[config.mk]
export PLATFORM = sky130hd
export DESIGN_NAME = mem_arbiter
export DESIGN_NICKNAME = d
export VERILOG_FILES = /design/src/rtl/mem_arbiter_pkg.sv /design/src/rtl/mem_req_hold.sv /design/src/rtl/mem_arbiter.sv
export SDC_FILE = /design/constraint.sdc
export NUM_CORES = 1
export LEC_CHECK = 0
export BUFFER_PORTS_ARGS = -buffer_cell sky130_fd_sc_hd__buf_2
export CAP_MARGIN = 20
export CORE_MARGIN = 5
export CORE_UTILIZATION = 40
export CTS_BUF_LIST = sky130_fd_sc_hd__clkbuf_4 sky130_fd_sc_hd__clkbuf_8 sky130_fd_sc_hd__clkbuf_16
export DETAILED_ROUTE_END_ITERATION = 10
export GPL_TIMING_DRIVEN = 1
export PLACE_DENSITY = 0.75
export SLEW_MARGIN = 20
export SYNTH_ARGS = -nofsm -noshare
export SYNTH_HDL_FRONTEND = slang
export SYNTH_SLANG_ARGS = --single-unit
[constraint.sdc]
create_clock -name clk -period 2.2 [get_ports clk]
set_clock_uncertainty 0.2 [all_clocks]
set_input_delay 0.22 -clock clk [delete_from_list [all_inputs] [get_ports clk]]
set_output_delay 0.22 -clock clk [all_outputs]
set_load 0.02 [all_outputs]
[src/rtl/mem_arbiter_pkg.sv]
// mem_arbiter_pkg: shared widths, arbiter state encoding and the memory request bundle.
package mem_arbiter_pkg;
  localparam int RISCV_ADDR_WIDTH = 32;
  localparam int RISCV_WORD_WIDTH = 32;
  typedef enum logic [1:0] {ARB_IDLE, ARB_BUSY_I, ARB_BUSY_D} arb_state_t;
  typedef struct packed {
    logic [RISCV_ADDR_WIDTH-1:0] addr;
    logic [RISCV_WORD_WIDTH-1:0] wdata;
    logic [3:0]                  we;
  } mem_req_t;
endpackage

[src/rtl/mem_req_hold.sv]
// mem_req_hold: registered addr/wdata/we capture with load enable and async clear.
module mem_req_hold
  import mem_arbiter_pkg::*;
(
  input  logic     clk,
  input  logic     rst_n,
  input  logic     load,
  input  mem_req_t d,
  output mem_req_t q
);
  always_ff @(posedge clk or negedge rst_n)
    if (!rst_n) q <= '0;
    else if (load) q <= d;
endmodule

[src/rtl/mem_arbiter.sv]
// mem_arbiter: shares one memory port between fetch (I) and LSU (D), D-priority with
// an I starvation limit; holds issued requests and swallows responses to aborted ones.
module mem_arbiter
  import mem_arbiter_pkg::*;
#(
  parameter int STARVE_LIMIT = 4
) (
  input  logic                        clk,
  input  logic                        rst_n,
  input  logic                        i_valid_i,
  output logic                        i_ready_o,
  input  logic [RISCV_ADDR_WIDTH-1:0] i_addr_i,
  input  logic [RISCV_WORD_WIDTH-1:0] i_wdata_i,
  input  logic [3:0]                  i_we_i,
  output logic [RISCV_WORD_WIDTH-1:0] i_rdata_o,
  input  logic                        d_valid_i,
  output logic                        d_ready_o,
  input  logic [RISCV_ADDR_WIDTH-1:0] d_addr_i,
  input  logic [RISCV_WORD_WIDTH-1:0] d_wdata_i,
  input  logic [3:0]                  d_we_i,
  output logic [RISCV_WORD_WIDTH-1:0] d_rdata_o,
  output logic                        mem_valid_o,
  input  logic                        mem_ready_i,
  output logic [RISCV_ADDR_WIDTH-1:0] mem_addr_o,
  output logic [RISCV_WORD_WIDTH-1:0] mem_wdata_o,
  output logic [3:0]                  mem_we_o,
  input  logic [RISCV_WORD_WIDTH-1:0] mem_rdata_i
);
  localparam int CW = STARVE_LIMIT > 0 ? $clog2(STARVE_LIMIT + 1) : 1;
  arb_state_t state, state_nxt;
  logic [CW-1:0] cnt, cnt_nxt;
  logic abort, abort_nxt, idle, any_req, d_win, owner_valid, load;
  mem_req_t i_req, d_req, win_req, hold_q, out_req;
  assign i_req = '{addr: i_addr_i, wdata: i_wdata_i, we: i_we_i};
  assign d_req = '{addr: d_addr_i, wdata: d_wdata_i, we: d_we_i};
  mem_req_hold u_hold (
    .clk   (clk),
    .rst_n (rst_n),
    .load  (load),
    .d     (win_req),
    .q     (hold_q)
  );
  // An owner dropping valid in the completion cycle counts as an abort too.
  always_comb begin
    idle        = state == ARB_IDLE;
    any_req     = i_valid_i | d_valid_i;
    d_win       = d_valid_i && (!i_valid_i || cnt < CW'(STARVE_LIMIT));
    win_req     = d_win ? d_req : i_valid_i ? i_req : '0;
    owner_valid = state == ARB_BUSY_D ? d_valid_i : i_valid_i;
    mem_valid_o = rst_n && (!idle || any_req);
    out_req     = !mem_valid_o ? '0 : idle ? win_req : hold_q;
    i_ready_o   = mem_valid_o && mem_ready_i &&
                  (idle ? !d_win : state == ARB_BUSY_I && !abort && i_valid_i);
    d_ready_o   = mem_valid_o && mem_ready_i &&
                  (idle ? d_win : state == ARB_BUSY_D && !abort && d_valid_i);
    load        = idle && any_req && !mem_ready_i;
    state_nxt   = load ? (d_win ? ARB_BUSY_D : ARB_BUSY_I) :
                  (!idle && mem_ready_i) ? ARB_IDLE : state;
    abort_nxt   = (idle || mem_ready_i) ? 1'b0 : abort || !owner_valid;
    cnt_nxt     = !idle ? cnt : (!i_valid_i || !d_win) ? '0 :
                  cnt == CW'(STARVE_LIMIT) ? cnt : cnt + 1'b1;
  end
  always_ff @(posedge clk or negedge rst_n)
    if (!rst_n) begin
      state <= ARB_IDLE;
      cnt   <= '0;
      abort <= 1'b0;
    end else begin
      state <= state_nxt;
      cnt   <= cnt_nxt;
      abort <= abort_nxt;
    end
  assign mem_addr_o  = out_req.addr;
  assign mem_wdata_o = out_req.wdata;
  assign mem_we_o    = out_req.we;
  assign i_rdata_o   = mem_rdata_i;
  assign d_rdata_o   = mem_rdata_i;
endmodule

==> results.md, run 1 <==
* Status: finished with violations
* Failing checks: negative setup slack
* Die ar. at 14900 sq um
* Worst skew pair latency at 0.32 ns
* Global-route wire length before repair at 23600 um
* Max_cap viols at 0
* Reg2Reg Launch Point: state[1]
* Fin Hold WS at 0.00333 ns
* Die Ht at 122 um
* Netlist cell types at 27
* Syn avg cell area at 8.90 sq um
* Total chip power at 5.08 mW
* HP Class: input port to flop
* R2r endpoint: u_hold.q[14]
* Initial antenna violation count at 0
* Pin count of the biggest net entering global routing at 47
* CP Class: flop to output pin
* Critical Path RT at 1.78 ns
* DR iter-0 viols at 237
* Final Max Tran Viols at 0
* Post-synthesis sequential area ratio at 36.8%
* Syn Nets at 740
* Via/cell ratio at 5.34
* Startpoint Class: flop
* Vias at 4782
* Global-route congestion overflow total at 0
* Worst-path clk slew at 0.06 ns
* Layout area overhead at 35.8%
* Final setup vio count at 1
* Max Freq at 452 MHz
* CP startpoint: cnt[2]
* Ratio of cells with drive above 1 in the final layout at 41.4%
* Largest area contributor in the netlist: dfrtp_1
* Post-route setup TNS at -0.0118 ns
* Seq cells post-synth at 74
* Cell count after synthesis at 565
* Async S/R FF share, synth at 100%
* Core area at 12500 sq um
* Worst EP arrival at 1.79 ns
* Register-to-register setup slack at 0.34 ns
* CTS Root Cell: clkbuf_16
* CTS tree: built
* Max_slew headroom at 65.3%
* Clock net sink count at 74
* Setup WS pre-CTS at 0.0813 ns
* Worst-Margin Slew at 0.521 ns
* H-tree lvl count at 3
* GR Util All Layers at 19.9%
* Final setup margin at -0.0118 ns
* Warnings from Yosys at 0
* Final Hold Viols at 0
* Top cell type's share of synthesized area at 36.8%
* Period utilisation layout at 101%
* Maximum VDD drop at 0.405 mV
* Wire per inst at 18.2 um
* Post-synth EDFFs at 0
* Ant diodes at 0
* # IOs at 308
* Initial Util at 40.3%
* CP Capture Point: mem_addr_o[24]
* PwrDens at 745 nW/um^2
* Minimum clock period at 2.21 ns
* 1st-pass router iterations at 5
* PortBufs at 211
* Worst-case reg-to-reg path depth at 4
* Gp weighted congestion at 0.761
* Vias in the first global route at 4582
* Worst-path maximum fanout at 15
* Unrepaired setup endpoints after global routing: true
* Most frequent cell after synthesis: dfrtp_1
* Crit. End Element: output pin
* Post-route ant nets at 0
* Routed wire length at 16300 um
* Remaining DRCs at 0
* Final Util at 54.8%
* Post-Syn Area at 5030 sq um
* Dpl hpwl at 11300 um
* CTS Buffer Depth at 2
* Synth area leaders: dfrtp_1 37%, mux2i_1 14%, a32oi_1 12%, buf_4 10%, a21oi_1 6.9%
* Row count at 41
* Ys flop type: dfrtp_1
* Nets at 894
* Fill cells at 1124
* Die Span X at 122 um
* Lkg Pwr at 3.20 nW
* CTS Buf Count at 9
* Post-synth top cells: 74 x dfrtp_1, 72 x inv_1, 69 x a21oi_1, 69 x mux2i_1, 69 x o21ai_0
layer usage:
layer / up-vias / wire (um) / global-route usage [%]
met5: - / 0 / 0
met4: 0 / 249 / 5.04
met3: 18 / 1260 / 4.09
met2: 226 / 8660 / 37.0
met1: 2259 / 6150 / 23.4
li1: 2279 / - / -
state kept, by name, summed over array words and instances (netlist names):
register / count
abort: 1
cnt: 3
u_hold.q: 68
state: 2
timing repair:
item,CTS,global route
hold buffers,14,0
cloned,0,2
hold endpoints to repair,52,0
endpoints found under the setup margin,71,69
resized for setup,14,75
pin swaps,3,14
setup buffers,8,1
how the worst min path moves through the flow:
stage                               to  slack [ns]  cells past startpoint     startpoint
after CTS                 u_hold.q[17]      0.0008                      3  d_wdata_i[13]
after floorplan                  abort       -0.28                      0          rst_n
after global placement     u_hold.q[4]        0.15                      2          rst_n
after detailed placement   u_hold.q[7]        0.15                      2          rst_n
after global routing      u_hold.q[38]       0.006                      3    d_addr_i[2]
final                     u_hold.q[10]       0.003                      3   d_wdata_i[6]
power breakdown:
| group | internal [mW] | leakage [nW] | switching [mW] | total, mW |
|---|---|---|---|---|
| Sequential | 1.67 | 0.916 | 0.153 | 1.83 |
| Clock | 1.08 | 0.165 | 0.562 | 1.65 |
| Combinational | 0.699 | 2.12 | 0.913 | 1.61 |
| Total | 3.46 | 3.20 | 1.63 | 5.08 |
cell families (layout without fill, tap and decap cells):
logic type	after synthesis	after routing	share of synthesized area, %
AOI/OAI and AO/OA	215	215	26.9
DFF	74	74	36.8
and+or+nand+nor	15	16	1.87
buffers and inverters	190	348	20.2
muxes	69	69	13.7
adders and majority gates	2	2	0.498
placed cells by master (no fill, tap or decap), types with 2 or more instances in the layout:
cell type / netlist / final
a21oi_1: 69 / 68
a32oi_1: 68 / 44
a32oi_2: 0 / 22
a32oi_4: 0 / 2
buf_12: 0 / 8
buf_2: 12 / 175
buf_4: 68 / 54
buf_6: 4 / 6
bufinv_16: 0 / 2
clkbuf_16: 0 / 10
clkbuf_8: 0 / 3
dfrtp_1: 74 / 71
dfrtp_2: 0 / 3
dlygate4sd3_1: 0 / 14
ha_1: 2 / 2
inv_1: 72 / 72
mux2i_1: 69 / 69
nand2b_4: 0 / 2
nor2_1: 3 / 2
nor2b_1: 3 / 2
o21ai_0: 69 / 67
o21ai_1: 4 / 6
final cells by class:
type / count / area (sq um) / area share (%)
Inverter: 72 / 270 / 3.96
Sequential cell: 74 / 1860 / 27.2
Clock buffer: 12 / 267 / 3.90
Tap cell: 172 / 215 / 3.15
Timing Repair Buffer: 260 / 1720 / 25.1
Multi-Input combinational cell: 302 / 2430 / 35.6
Clock inverter: 4 / 72.6 / 1.06
metrics by stage:
step / cell area [sq um] / cells
3_3_place_gp: 5840 / 855
5_1_grt: 6830 / 896
2_1_floorplan: 5030 / 565
3_5_place_dp: 5840 / 855
4_1_cts: 6460 / 893
6_report: 6830 / 896
critical path, cell delays in order, from the launching register on:
cell,delay (ns)
dfrtp_2,0.42
nand2b_4,0.22
buf_4,0.25
a32oi_1,0.16
a21oi_1,0.23
buf_2,0.19
No activity file was read; power rests on OpenSTA's default activity.
==> run 2, diff against run 1 <==
- SKIP_LAST_GASP: default -> 1
==> run 2 against run 1 <==
Utilization shrank 0.19 points. Non-clock buffer count is the same. Register-to-register slack is essentially flat. Power shrank 0.21%. Final area shrank 0.35%. Via count grew 0.36%. Combinational power is essentially flat. Sequential power is essentially flat. The run still ends with negative setup slack left. First-iteration DRC count shrank 18%. Flip-flop and latch count is the same.
==> results.md, run 2 (synthesis gave the netlist of run 1 again) <==
* Status: finished with violations (unchanged)
* Failing checks: negative setup slack (unchanged)
* Worst-Margin Slew at 0.517 ns (was 0.521 ns)
* 1st-pass router iterations at 4 (was 5)
* CTS Root Cell: clkbuf_16 (unchanged)
* CTS Buf Count at 9 (unchanged)
* Dpl hpwl at 11300 um (unchanged)
* Initial antenna violation count at 0 (unchanged)
* Vias at 4799 (was 4782)
* Slowest stage delay, CP at 0.42 ns (about the same)
* Worst path slowest cell: dfrtp_2 (unchanged)
* Pin count of the biggest net entering global routing at 47 (unchanged)
* PwrDens at 746 nW/um^2 (was 745 nW/um^2)
* Internal power at 3.45 mW (was 3.46 mW)
* Final setup vio count at 1 (unchanged)
* Layout Cells excl Fill at 896 (unchanged)
* Comb pwr share at 31.6% (was 31.7%)
* Worst-path clk slew at 0.06 ns (about the same)
* Via/cell ratio at 5.36 (was 5.34)
* Worst-path maximum fanout at 15 (unchanged)
* Fin area at 6810 sq um (was 6830 sq um)
* Crit. End Element: output pin (unchanged)
* Worst skew pair latency at 0.32 ns (about the same)
* Post-placement cell area at 5840 sq um (unchanged)
* Minimum clock period at 2.20 ns (was 2.21 ns)
* Remaining DRCs at 0 (unchanged)
* DR iter-0 viols at 195 (was 237)
* Maximum VDD drop at 0.406 mV (was 0.405 mV)
* Total chip power at 5.07 mW (was 5.08 mW)
* Gp weighted congestion at 0.761 (unchanged)
* Die Ht at 122 um (unchanged)
* Ratio of cells with drive above 1 in the final layout at 41.2% (was 41.4%)
* GR Util All Layers at 19.9% (unchanged)
* Global-route wire length before repair at 23600 um (unchanged)
* Switching pwr at 1.63 mW (about the same)
* Setup WS pre-CTS at 0.0813 ns (unchanged)
* Global-route congestion overflow total at 0 (unchanged)
* # IOs at 308 (unchanged)
* PortBufs at 211 (unchanged)
* Post-route setup TNS at -0.00160 ns (was -0.0118 ns)
* Final Max Tran Viols at 0 (unchanged)
* Core area at 12500 sq um (unchanged)
* CP Class: flop to output pin (unchanged)
* Layout area overhead at 35.3% (was 35.8%)
* Lkg Pwr at 3.20 nW (about the same)
* Top reg by flops: u_hold.q (unchanged)
* Wire per inst at 18.2 um (about the same)
* Row count at 41 (unchanged)
* Max_cap viols at 0 (unchanged)
* Fin Hold WS at 0.00585 ns (was 0.00333 ns)
* Initial Util at 40.3% (unchanged)
* Clock net sink count at 74 (unchanged)
* Nets at 894 (unchanged)
* Critical Path RT at 1.78 ns (about the same)
* Startpoint Class: flop (unchanged)
* Unrepaired setup endpoints after global routing: true (unchanged)
* Most common cell after layout, fill and taps aside: buf_2 (unchanged)
* Switching power share of the total at 32.0% (about the same)
* Biggest regs: u_hold.q x68, cnt x3, state x2 (unchanged)
* Routed wire length at 16300 um (about the same)
* Cell breakdown of the critical path: nand2b_4, buf_4, a32oi_1, a21oi_1, buf_2 (unchanged)
* H-tree lvl count at 3 (unchanged)
* Ant diodes at 0 (unchanged)
* Die ar. at 14900 sq um (unchanged)
* Max_slew headroom at 65.5% (was 65.3%)
* Period utilisation layout at 100% (was 101%)
* Clk pwr share at 32.5% (was 32.4%)
* HP Class: input port to flop (unchanged)
* Vias in the first global route at 4582 (unchanged)
* Die Span X at 122 um (unchanged)
* Post-route ant nets at 0 (unchanged)
* Max FFs per register at 68 (unchanged)
* CTS Buffer Depth at 2 (unchanged)
* Final Util at 54.6% (was 54.8%)
* Fill cells at 1127 (was 1124)
* Final Hold Viols at 0 (unchanged)
* Worst EP arrival at 1.78 ns (was 1.79 ns)
* CTS tree: built (unchanged)
* Final setup margin at -0.00160 ns (was -0.0118 ns)
* Share of power burned in registers at 36.0% (was 35.9%)
* DP Cell Count at 855 (unchanged)
* Most frequent cells in the layout: 178 x buf_2, 72 x inv_1, 71 x dfrtp_1, 69 x a21oi_1, 69 x mux2i_1 (was 175 x buf_2, 72 x inv_1, 71 x dfrtp_1, 69 x mux2i_1, 68 x a21oi_1)
* Max Freq at 454 MHz (was 452 MHz)
-- run 2: cell counts in the layout (fill, tap and decap cells not counted) --
Identical to the previous run, type by type.
-- run 2: what timing repair did --
action / CTS / global route
cloned: 0 / 2
hold buffers: 14 / 0
resized for setup: 14 / 67
endpoints found under the setup margin: 71 / 69
pin swaps: 3 / 11
hold endpoints to repair: 52 / 0
buffers inserted: 8 / 1
-- run 2: layout make-up --
cell class | count | area (sq um) | share of cell area (%)
timing repair buffer | 260 | 1700 | 25.0
sequential | 74 | 1860 | 27.3
inverter | 72 | 270 | 3.97
tap | 172 | 215 | 3.16
clock inverter | 4 | 72.6 | 1.07
clock buffer | 12 | 267 | 3.92
multi-input combinational | 302 | 2420 | 35.6
-- run 2: worst max-delay path: cells and delay by family, from the launching register on --
kind / cells / cell delay [ns]
buffers and inverters: 2 / 0.44
and+or+nand+nor: 1 / 0.22
DFF: 1 / 0.42
AOI/OAI and AO/OA: 2 / 0.38
-- run 2: worst paths after layout --
check	startpoint	to	slack (ns)	depth (start not counted)
max in group asynchronous	rst_n	u_hold.q[2]	0.57	4
hold / removal	d_addr_i[2]	u_hold.q[38]	0.006	3
hold reg to reg	u_hold.q[50]	u_hold.q[50]	0.31	2
setup / recovery	cnt[2]	mem_addr_o[24]	-0.002	5
setup reg to reg	state[1]	u_hold.q[14]	0.33	4
min in group asynchronous	rst_n	u_hold.q[7]	0.34	3
-- run 2: routing by layer --
layer  global-route usage (%)  up-vias  wire, um
met5                        0        -         0
met4                     5.04        0       256
met3                     4.09       18      1220
met2                     37.0      219      8610
met1                     23.4     2281      6200
li1                         -     2281         -
-- run 2: power by group through the flow --
stage | sequential [mW] | combinational, mW | clock (mW)
finish | 1.82 | 1.60 | 1.65
global route | 1.87 | 1.77 | 1.75
CTS | 1.82 | 1.50 | 1.69
detailed placement | 1.84 | 1.43 | 0
global placement | 1.83 | 1.42 | 0
floorplan | 1.80 | 1.11 | 0
